File: config.mk
export PLATFORM = sky130hd
export DESIGN_NAME = ddr_axi_arbiter
export DESIGN_NICKNAME = d
export VERILOG_FILES = /design/src/rtl/ddr_axi_arbiter.sv
export SDC_FILE = /design/constraint.sdc
export NUM_CORES = 1
export LEC_CHECK = 0
export CAP_MARGIN = 30
export CORE_AREA = 2 2 359 361
export DETAILED_ROUTE_END_ITERATION = 7
export DIE_AREA = 0 0 361 363
export GPL_ROUTABILITY_DRIVEN = 0
export MAX_ROUTING_LAYER = met4
export SYNTH_ARGS = -nofsm -noshare
export SYNTH_HDL_FRONTEND = slang
export SYNTH_SLANG_ARGS = --single-unit
File: constraint.sdc
create_clock -name axi_clk -period 4.8 [get_ports axi_clk]
set_input_delay 0.96 -clock axi_clk [delete_from_list [all_inputs] [get_ports axi_clk]]
set_output_delay 0.96 -clock axi_clk [all_outputs]
set_load 0.01 [all_outputs]
File: src/rtl/ddr_axi_arbiter.sv
// Two-client round-robin arbiter onto the MIG AXI4 slave port.
// Only one transaction is in flight at a time, so IDs are informational.
module ddr_axi_arbiter #(
  parameter int NUM_CLIENTS = 2,
  parameter int ADDR_W      = 28,
  parameter int DATA_W      = 128
) (
  input  logic                  axi_clk,
  input  logic                  axi_reset,
  input  logic [1:0]            c_cmd_valid,
  output logic [1:0]            c_cmd_ready,
  input  logic [1:0]            c_cmd_write,
  input  logic [2*ADDR_W-1:0]   c_cmd_addr,
  input  logic [15:0]           c_cmd_len,
  input  logic [2*DATA_W-1:0]   c_wdata,
  input  logic [DATA_W/4-1:0]   c_wstrb,
  input  logic [1:0]            c_wvalid,
  output logic [1:0]            c_wready,
  output logic [DATA_W-1:0]     c_rdata,
  output logic [1:0]            c_rvalid,
  output logic                  c_rlast,
  input  logic [1:0]            c_rready,
  output logic [1:0]            c_done,
  output logic [1:0]            c_resp,
  output logic [3:0]            m_axi_awid,
  output logic [ADDR_W-1:0]     m_axi_awaddr,
  output logic [7:0]            m_axi_awlen,
  output logic [2:0]            m_axi_awsize,
  output logic [1:0]            m_axi_awburst,
  output logic                  m_axi_awlock,
  output logic [3:0]            m_axi_awcache,
  output logic [2:0]            m_axi_awprot,
  output logic [3:0]            m_axi_awqos,
  output logic                  m_axi_awvalid,
  input  logic                  m_axi_awready,
  output logic [DATA_W-1:0]     m_axi_wdata,
  output logic [DATA_W/8-1:0]   m_axi_wstrb,
  output logic                  m_axi_wlast,
  output logic                  m_axi_wvalid,
  input  logic                  m_axi_wready,
  input  logic [3:0]            m_axi_bid,
  input  logic [1:0]            m_axi_bresp,
  input  logic                  m_axi_bvalid,
  output logic                  m_axi_bready,
  output logic [3:0]            m_axi_arid,
  output logic [ADDR_W-1:0]     m_axi_araddr,
  output logic [7:0]            m_axi_arlen,
  output logic [2:0]            m_axi_arsize,
  output logic [1:0]            m_axi_arburst,
  output logic                  m_axi_arlock,
  output logic [3:0]            m_axi_arcache,
  output logic [2:0]            m_axi_arprot,
  output logic [3:0]            m_axi_arqos,
  output logic                  m_axi_arvalid,
  input  logic                  m_axi_arready,
  input  logic [3:0]            m_axi_rid,
  input  logic [DATA_W-1:0]     m_axi_rdata,
  input  logic [1:0]            m_axi_rresp,
  input  logic                  m_axi_rlast,
  input  logic                  m_axi_rvalid,
  output logic                  m_axi_rready
);

  localparam logic [2:0] S_IDLE = 3'd0;
  localparam logic [2:0] S_AW   = 3'd1;
  localparam logic [2:0] S_W    = 3'd2;
  localparam logic [2:0] S_B    = 3'd3;
  localparam logic [2:0] S_AR   = 3'd4;
  localparam logic [2:0] S_R    = 3'd5;

  logic [2:0]        state_q, state_d;
  logic              rr_q, rr_d;
  logic              grant_q, grant_d;
  logic              write_q, write_d;
  logic [ADDR_W-1:0] addr_q, addr_d;
  logic [7:0]        len_q, len_d;
  logic [7:0]        cnt_q, cnt_d;
  logic [1:0]        resp_q, resp_d;

  logic              win, accept, w_hs, r_hs, done;
  logic [1:0]        grant_oh, done_resp;
  logic [ADDR_W-1:0] win_addr;

  // IDs and the ignored low address nibble are deliberately unused.
  logic unused_ok;
  assign unused_ok = ^{m_axi_bid, m_axi_rid, c_cmd_addr[3:0], c_cmd_addr[ADDR_W+3:ADDR_W]};

  function automatic logic [1:0] worst_resp(input logic [1:0] a, input logic [1:0] b);
    return (a > b) ? a : b;
  endfunction

  assign win      = (c_cmd_valid == 2'b11) ? rr_q : c_cmd_valid[1];
  assign accept   = (state_q == S_IDLE) && (c_cmd_valid != 2'b00);
  assign win_addr = win ? c_cmd_addr[2*ADDR_W-1:ADDR_W] : c_cmd_addr[ADDR_W-1:0];
  assign grant_oh = grant_q ? 2'b10 : 2'b01;

  assign w_hs      = (state_q == S_W) && m_axi_wvalid && m_axi_wready;
  assign r_hs      = (state_q == S_R) && m_axi_rvalid && m_axi_rready;
  assign done      = ((state_q == S_B) && m_axi_bvalid) || (r_hs && m_axi_rlast);
  assign done_resp = (state_q == S_B) ? m_axi_bresp : worst_resp(resp_q, m_axi_rresp);

  always_comb begin
    state_d = state_q;
    rr_d    = rr_q;
    grant_d = grant_q;
    write_d = write_q;
    addr_d  = addr_q;
    len_d   = len_q;
    cnt_d   = cnt_q;
    resp_d  = resp_q;
    case (state_q)
      S_IDLE: if (accept) begin
        grant_d = win;
        write_d = win ? c_cmd_write[1] : c_cmd_write[0];
        addr_d  = {win_addr[ADDR_W-1:4], 4'b0000};
        len_d   = win ? c_cmd_len[15:8] : c_cmd_len[7:0];
        cnt_d   = 8'd0;
        resp_d  = 2'b00;
        state_d = (win ? c_cmd_write[1] : c_cmd_write[0]) ? S_AW : S_AR;
      end
      S_AW: if (m_axi_awready) state_d = S_W;
      S_W: if (w_hs) begin
        cnt_d = cnt_q + 8'd1;
        if (cnt_q == len_q) state_d = S_B;
      end
      S_B: if (m_axi_bvalid) begin
        resp_d  = m_axi_bresp;
        rr_d    = ~grant_q;
        state_d = S_IDLE;
      end
      S_AR: if (m_axi_arready) state_d = S_R;
      S_R: if (r_hs) begin
        resp_d = worst_resp(resp_q, m_axi_rresp);
        if (m_axi_rlast) begin
          rr_d    = ~grant_q;
          state_d = S_IDLE;
        end
      end
      default: state_d = S_IDLE;
    endcase
  end

  always_ff @(posedge axi_clk) begin
    if (axi_reset) begin
      state_q <= S_IDLE;
      rr_q    <= 1'b0;
      grant_q <= 1'b0;
      write_q <= 1'b0;
      addr_q  <= '0;
      len_q   <= 8'd0;
      cnt_q   <= 8'd0;
      resp_q  <= 2'b00;
    end else begin
      state_q <= state_d;
      rr_q    <= rr_d;
      grant_q <= grant_d;
      write_q <= write_d;
      addr_q  <= addr_d;
      len_q   <= len_d;
      cnt_q   <= cnt_d;
      resp_q  <= resp_d;
    end
  end

  assign c_cmd_ready = accept ? (win ? 2'b10 : 2'b01) : 2'b00;

  assign m_axi_awid    = {3'b000, grant_q};
  assign m_axi_awaddr  = addr_q;
  assign m_axi_awlen   = len_q;
  assign m_axi_awsize  = 3'b100;
  assign m_axi_awburst = 2'b01;
  assign m_axi_awlock  = 1'b0;
  assign m_axi_awcache = 4'b0011;
  assign m_axi_awprot  = 3'b000;
  assign m_axi_awqos   = 4'b0000;
  assign m_axi_awvalid = (state_q == S_AW) && write_q;

  assign m_axi_arid    = {3'b000, grant_q};
  assign m_axi_araddr  = addr_q;
  assign m_axi_arlen   = len_q;
  assign m_axi_arsize  = 3'b100;
  assign m_axi_arburst = 2'b01;
  assign m_axi_arlock  = 1'b0;
  assign m_axi_arcache = 4'b0011;
  assign m_axi_arprot  = 3'b000;
  assign m_axi_arqos   = 4'b0000;
  assign m_axi_arvalid = (state_q == S_AR);

  // Data channels pass straight through so bursts can stream one beat per cycle.
  assign m_axi_wdata  = grant_q ? c_wdata[2*DATA_W-1:DATA_W] : c_wdata[DATA_W-1:0];
  assign m_axi_wstrb  = grant_q ? c_wstrb[DATA_W/4-1:DATA_W/8] : c_wstrb[DATA_W/8-1:0];
  assign m_axi_wvalid = (state_q == S_W) && c_wvalid[grant_q];
  assign m_axi_wlast  = (state_q == S_W) && (cnt_q == len_q);
  assign c_wready     = ((state_q == S_W) && m_axi_wready) ? grant_oh : 2'b00;

  assign m_axi_bready = (state_q == S_B);

  assign m_axi_rready = (state_q == S_R) && c_rready[grant_q];
  assign c_rvalid     = ((state_q == S_R) && m_axi_rvalid) ? grant_oh : 2'b00;
  assign c_rlast      = (state_q == S_R) && m_axi_rlast;
  assign c_rdata      = m_axi_rdata;

  assign c_done = done ? grant_oh : 2'b00;
  assign c_resp = done ? done_resp : resp_q;

endmodule

==> results of run 1 <==
-- registers in the layout (all words and copies together), names as in the netlist --
register and cells:
write_q 1, state_q 3, m_axi_araddr 24, m_axi_arlen 8, resp_q 2, cnt_q 8, rr_q 1, grant_q 1
-- placed cells by master (no fill, tap or decap), types with 5 or more instances in the layout --
master	count
sky130_fd_sc_hd__a22oi_1	14
sky130_fd_sc_hd__mux2i_1	6
sky130_fd_sc_hd__o21ai_0	6
sky130_fd_sc_hd__mux2_2	145
sky130_fd_sc_hd__diode_2	11
sky130_fd_sc_hd__dfxtp_1	47
sky130_fd_sc_hd__nand3_1	6
sky130_fd_sc_hd__a222oi_1	19
sky130_fd_sc_hd__inv_1	11
sky130_fd_sc_hd__nand2_1	30
sky130_fd_sc_hd__clkbuf_16	6
sky130_fd_sc_hd__nor3_1	5
sky130_fd_sc_hd__nor3b_1	5
sky130_fd_sc_hd__nor2_1	48
sky130_fd_sc_hd__clkdlybuf4s50_1	589
sky130_fd_sc_hd__buf_4	17
sky130_fd_sc_hd__conb_1	48
sky130_fd_sc_hd__xor2_1	8
-- worst min-delay path, stage by stage (launching register included) --
cell                      delay, ps
sky130_fd_sc_hd__dfxtp_1        320
sky130_fd_sc_hd__nand2_1         50
sky130_fd_sc_hd__nand2_1         40
-- metrics by stage --
stage	area, sq um	utilization [%]	std cells
2_1_floorplan	5870	-	702
3_3_place_gp	12300	9.66	2727
3_5_place_dp	12300	9.66	2727
4_1_cts	12500	9.81	2735
5_1_grt	12500	9.82	2739
6_report	12500	9.83	2746
-- power by group --
group / switching [mW] / internal (mW)
combinational: 1.50 / 1.36
sequential: 0.160 / 0.507
clock: 0.214 / 0.281
-- per-layer routing --
metal / vias to the layer above / wire length, um / GRT usage (%)
met5: - / 0 / -
met4: 0 / 999 / 1.59
met3: 80 / 7360 / 4.65
met2: 510 / 30500 / 15.5
met1: 2834 / 29900 / 12.5
li1: 2882 / - / -
-- layout make-up --
cell class | count | area [sq um]
inverter | 11 | 41.3
tap | 1662 | 2080
clock inverter | 2 | 38.8
fill | 14700 | 115000
antenna | 11 | 27.5
timing repair buffer | 608 | 6050
multi-input combinational | 398 | 3140
clock buffer | 6 | 150
sequential | 48 | 965
-- logic make-up (layout without fill, tap and decap cells) --
kind of cell | after synthesis | count (layout) | synth area share, %
other cells | 2 | 59 | 0.132
xor+xnor | 12 | 12 | 1.84
flops | 48 | 48 | 16.9
buf+inv | 256 | 627 | 31.2
fa+ha+maj | 4 | 4 | 0.879
mux | 151 | 151 | 29.7
simple gates | 112 | 112 | 9.33
compound gates | 71 | 71 | 10.0
-- worst min path at each step --
stage	start	depth (start not counted)	to	slack, ps
final	m_axi_araddr[16]	2	m_axi_araddr[16]	450
after global routing	m_axi_araddr[8]	2	m_axi_araddr[8]	480
after CTS	m_axi_araddr[16]	2	m_axi_araddr[16]	460
after detailed placement	m_axi_araddr[16]	2	m_axi_araddr[16]	450
after global placement	m_axi_araddr[20]	2	m_axi_araddr[20]	440
after floorplan	m_axi_araddr[14]	2	m_axi_araddr[14]	470
-- synth_stat cells (all sizes together) --
master  count  area share (%)
o21a        1            0.13
nand3       6            0.53
a21oi       5            0.44
mux2      145              29
xnor2       4            0.61
nor4        3            0.59
clkbuf     20             1.3
nor3        6            0.61
a211oi      1            0.35
a21o        1            0.13
dfxtp      48              17
o31a        2            0.31
o21ai      10            0.88
xor2        8             1.2
a311oi      2            0.31
buf       225              29
a31oi       4            0.44
nor3b       5            0.66
mux2i       6             1.1
o211a       2            0.35
nor2       49             3.2
a222oi     19             3.3
and4        1            0.15
or2         2            0.22
nand4b      1            0.15
o211ai      2            0.26
or3         1            0.20
o22ai       2            0.22
and3        2            0.22
o21bai      1            0.13
a41o        4            0.70
ha          4            0.88
conb        2            0.13
inv        11            0.72
a22oi      14             1.8
and3b       3            0.46
o2111a      1            0.20
and2        2            0.22
nand2      30             2.0
nor2b       1            0.11
==> flow_metrics.tcl, run 1 <==
set metrics [dict create \
    setup-violations-final 0 \
    setup-tns-final_ps 0 \
    final_layout_size_suffix_gt1_share_pct 16.9 \
    grt_antenna_before_repair 17 \
    worstSetupStartpoint "c_rready[1]" \
    fin_worst_skew_ps 15.8 \
    detail_route.drc_violations 0 \
    postLayoutSetupSlackWorst_ps 521 \
    synth.yosys.seq_area_share_pct 16.9 \
    slowest_delay_ps 550 \
    synth.avg_cell_area_sq_um 8.68 \
    reg2reg_depth 6 \
    design.die.area_sq_mm 0.131 \
    routed_wl_per_cell_um 25.0 \
    report.power.total_mw 4.02 \
    drt_pass1_iterations 5 \
    die_height_um 363 \
    critical_path_cell_count 7 \
    result_of_the_run "complete, no violations" \
    final_max_slew_viol_count 0 \
    detail-route-antenna-nets 0 \
    power.leakage_nw 4.13 \
    critical_path.endpoint "c_resp[0]" \
    achievable-frequency_mhz 234 \
    worst_r2r_endpoint "state_q[2]" \
    worst_pin_slew_ps 1120 \
    cp_num_buf_inv 3 \
    post-dp-hpwl_um 63700 \
    grt_start_max_net_pins 98 \
    worst_path_most_repeated_cell "sky130_fd_sc_hd__clkdlybuf4s50_1" \
    cts_sinks 48 \
    worst-setup-path-type "input pin to output port" \
    dp_worst_setup_slack_ps 524 \
    cts.repair_timing.setup_buffer_count 0 \
    clk_transition_reported_paths_ps 70 \
    maxSlewHeadroom_pct 24.6 \
    htree_num_levels 2 \
    cts-hold-fix-buffers 0 \
    detailedRoute.firstIterationViolations 301 \
    rsz_0062_raised_after_global_routing "false" \
    clk_latency_ps 330 \
    crit_path_max_fanout 6 \
    grt.total_usage_pct 10.2 \
    die_w_um 361 \
    via_per_inst 2.30 \
    io-pin-count 919 \
    finalHoldViolCount 0 \
    fin_crit_sh_pct 89.1 \
    ys_warn_count 0 \
    finalCriticalPeriod_ps 4280 \
    post_synth_inst_count 656 \
    routed_vias 6306 \
    power.density_cell_area_mw_per_mm2 322 \
    cts.path.max_buffers 2 \
    hp-class "flop to flop" \
    number_of_global_route_vias_before_repair 6143 \
    ff_to_ff_start "grant_q" \
    yosys.cell_types.count 45 \
    r2r_setup_slack_ps 2090 \
    wl_um 68700 \
    fin_hold_ws_ps 452 \
    timing.max_cap.violations 0 \
    mappedNetlistArea_sq_mm 0.00570 \
    critical_path.top_delay_family "buffers and inverters" \
    portBuffers 598 \
    core_sq_mm 0.127 \
    cts_made_buffers 5 \
    worstPathArrival_ps 3320 \
    area_growth_pct 119 \
    layout.nets 1592 \
    setup.worst_path.end_class "output port" \
    initial_utilization_pct 4.48 \
    post_cts_resize_count 0 \
    max-vdd-ir-drop_uv 225 \
    first_pass_grt_wire_length_um 79100 \
    critical_path.startpoint_type "input pin" \
    timing.critical_path.slowest_stage_cell "sky130_fd_sc_hd__mux2i_1" \
    grt_remaining_overflow 0 \
    tritoncts_clock_tree "yes" \
    cts-root-buf "sky130_fd_sc_hd__clkbuf_16" \
    critical_path_required_ps 3840 \
    critical_path.cell_chain "clkdlybuf4s50_1, mux2i_1, nor2_1, a22oi_1, buf_4, mux2_2, clkdlybuf4s50_1" \
    ys_ff_latch 48 \
    fp-row-count 131 \
]
No activity file was read; power rests on OpenSTA's default activity.
==> run 2, diff against run 1 <==
--- a/config.mk
+++ b/config.mk
@@ -6,11 +6,14 @@
 export NUM_CORES = 1
 export LEC_CHECK = 0
 export CAP_MARGIN = 30
-export CORE_AREA = 2 2 359 361
+export CELL_PAD_IN_SITES_DETAIL_PLACEMENT = 0
+export CELL_PAD_IN_SITES_GLOBAL_PLACEMENT = 1
+export CORE_AREA = 2 2 357 359
 export DETAILED_ROUTE_END_ITERATION = 7
-export DIE_AREA = 0 0 361 363
+export DIE_AREA = 0 0 359 361
 export GPL_ROUTABILITY_DRIVEN = 0
 export MAX_ROUTING_LAYER = met4
+export PLACE_DENSITY_LB_ADDON = 0.2
 export SYNTH_ARGS = -nofsm -noshare
 export SYNTH_HDL_FRONTEND = slang
 export SYNTH_SLANG_ARGS = --single-unit
==> run 2 against run 1 <==
Critical path depth increased by 1. Sequential share of layout area decreased by 0.061 points. Via count decreased by 0.90%. Global-route usage decreased by 3.4 points. Die area decreased by 1.1%. Flip-flop and latch count unchanged. Register-to-register slack improved by 170 ps. Final cell count decreased by 0.29%. Critical path type unchanged.
==> flow_metrics.tcl, run 2 (synthesis results as in run 1) <==
set metrics [dict create \
    result_of_the_run "complete, no violations" \
    worst-setup-path-type "input pin to output port" \
    reg2reg_depth 7 \
    ff_to_ff_start "state_q[1]" \
    hold_depth 2 \
    post_cts_resize_count 0 \
    io-pin-count 919 \
    clk_transition_reported_paths_ps 90 \
    routed_vias 6249 \
    worst_pin_slew_ps 633 \
    area_growth_pct 121 \
    worstPathArrival_ps 3140 \
    layout_commonest_cell "sky130_fd_sc_hd__clkdlybuf4s50_1" \
    layout.cells.most_common_list "sky130_fd_sc_hd__clkdlybuf4s50_1, sky130_fd_sc_hd__mux2_2, sky130_fd_sc_hd__nor2_1, sky130_fd_sc_hd__conb_1, sky130_fd_sc_hd__dfxtp_1" \
    final_layout_size_suffix_gt1_share_pct 16.7 \
    largest_reg_flops 24 \
    critical_path.startpoint_type "input pin" \
    setup-violations-final 0 \
    cts_sinks 48 \
    initial_utilization_pct 4.54 \
    maxSlewHeadroom_pct 57.7 \
    grt_antenna_before_repair 12 \
    grt.total_usage_pct 6.75 \
    power.internal_mw 2.20 \
    share_comb_of_total_power_pct 68.7 \
    cts-hold-fix-buffers 0 \
    design.die.area_sq_mm 0.130 \
    r2r_setup_slack_ps 2260 \
    rsz_0062_raised_after_global_routing "false" \
    detailedRoute.firstIterationViolations 246 \
    clk_latency_ps 340 \
    first_pass_grt_wire_length_um 58100 \
    setup.worst_path.end_class "output port" \
    timing.max_cap.violations 0 \
    die_w_um 359 \
    min-delay-start "m_axi_araddr[16]" \
    via_per_inst 2.28 \
    grt_start_max_net_pins 70 \
    drt_pass1_iterations 6 \
    wl_um 45400 \
    final_max_slew_viol_count 0 \
    switchingPower_mw 1.57 \
    power.leakage_nw 4.18 \
    core_sq_mm 0.125 \
    detail_route.drc_violations 0 \
    finalCriticalPeriod_ps 4100 \
    portBuffers 598 \
    power.density_cell_area_mw_per_mm2 300 \
    finalHoldViolCount 0 \
    hold_path_end "m_axi_araddr[16]" \
    grt_remaining_overflow 0 \
    pwr-share-clk_pct 13.7 \
    number_of_global_route_vias_before_repair 6491 \
    critical_path_required_ps 3840 \
    cp_num_buf_inv 3 \
    fp-row-count 130 \
    htree_num_levels 2 \
    seq_power_share_pct 17.6 \
    proportion_of_total_power_due_to_net_switching_pct 41.7 \
    post-dp-hpwl_um 40200 \
    fin_worst_skew_ps 15.2 \
    cts.path.max_buffers 2 \
    critical_path.top_delay_family "buffers and inverters" \
    achievable-frequency_mhz 244 \
    timing.critical_path.slowest_stage_cell "sky130_fd_sc_hd__clkdlybuf4s50_1" \
    slowest_delay_ps 500 \
    fin_crit_sh_pct 85.4 \
    crit_path_max_fanout 2 \
    critical_path.cell_chain "clkdlybuf4s50_1, inv_1, ha_1, o22ai_1, mux2i_1, o21ai_0, mux2_2, clkdlybuf4s50_1" \
    detail-route-antenna-nets 0 \
    max-vdd-ir-drop_uv 168 \
    worst_r2r_endpoint "m_axi_arlen[5]" \
    post-route-util_pct 10.0 \
    die_height_um 361 \
    hp-class "flop to flop" \
    cts-root-buf "sky130_fd_sc_hd__clkbuf_16" \
    fin_hold_ws_ps 468 \
    worst_path_most_repeated_cell "sky130_fd_sc_hd__clkdlybuf4s50_1" \
    cts.repair_timing.setup_buffer_count 0 \
    routed_wl_per_cell_um 16.6 \
    setup-tns-final_ps 0 \
    cts_made_buffers 5 \
    tritoncts_clock_tree "yes" \
    layout.nets 1600 \
]
run 2: how the worst max path moves through the flow:
| stage | from | endpoint | slack, ps | cells past startpoint |
|---|---|---|---|---|
| 2_1_floorplan | m_axi_rresp[1] | c_resp[0] | 1790 | 6 |
| 3_3_place_gp | m_axi_rresp[1] | c_resp[0] | 610 | 9 |
| 3_5_place_dp | m_axi_rresp[1] | c_resp[0] | 700 | 8 |
| 4_1_cts | m_axi_rresp[1] | c_resp[0] | 690 | 8 |
| 5_1_grt | m_axi_rresp[1] | c_resp[0] | 500 | 9 |
| 6_report | m_axi_rresp[1] | c_resp[0] | 700 | 8 |
run 2: power by group through the flow:
stage	sequential, mW	clock [mW]	combinational, mW
2_1_floorplan	0.626	0	1.31
4_1_cts	0.677	0.555	2.62
5_1_grt	0.690	0.566	2.77
6_report	0.663	0.516	2.59
3_5_place_dp	0.685	0	2.60
3_3_place_gp	0.680	0	2.63
run 2: final cells by class:
class | count | area, sq um
antenna | 7 | 17.5
clock buffer | 6 | 150
clock inverter | 2 | 38.8
fill | 14400 | 113000
inverter | 11 | 41.3
multi-input combinational | 398 | 3140
sequential | 48 | 965
tap | 1650 | 2060
timing repair buffer | 616 | 6170
run 2: routing by layer:
layer	global-route usage (%)	routed length [um]	vias to the layer above
li1	-	-	2899
met1	7.80	18700	2903
met2	11.0	21900	378
met3	2.57	3880	69
met4	1.71	892	0
met5	-	0	-
run 2: stage by stage:
step,total power [mW],setup WS [ps],cell area [sq um],std cells
finish,3.77,700,12600,2738
global route,4.03,505,12600,2737
CTS,3.85,687,12500,2729
detailed placement,3.29,699,12300,2721
global placement,3.31,612,12300,2721
floorplan,1.93,1790,5870,702
run 2: tightest hold or removal path: stages (launching register included):
cell                      delay (ps)
sky130_fd_sc_hd__dfxtp_1         340
sky130_fd_sc_hd__nand2_1          60
sky130_fd_sc_hd__nand2_1          40
==> run 3, diff against run 2 <==
--- a/config.mk
+++ b/config.mk
@@ -14,6 +14,7 @@
 export GPL_ROUTABILITY_DRIVEN = 0
 export MAX_ROUTING_LAYER = met4
 export PLACE_DENSITY_LB_ADDON = 0.2
+export SETUP_SLACK_MARGIN = 0.1
 export SYNTH_ARGS = -nofsm -noshare
 export SYNTH_HDL_FRONTEND = slang
 export SYNTH_SLANG_ARGS = --single-unit
==> results of run 3 <==
Final layout, timing and power as in run 2 (identical DEF).
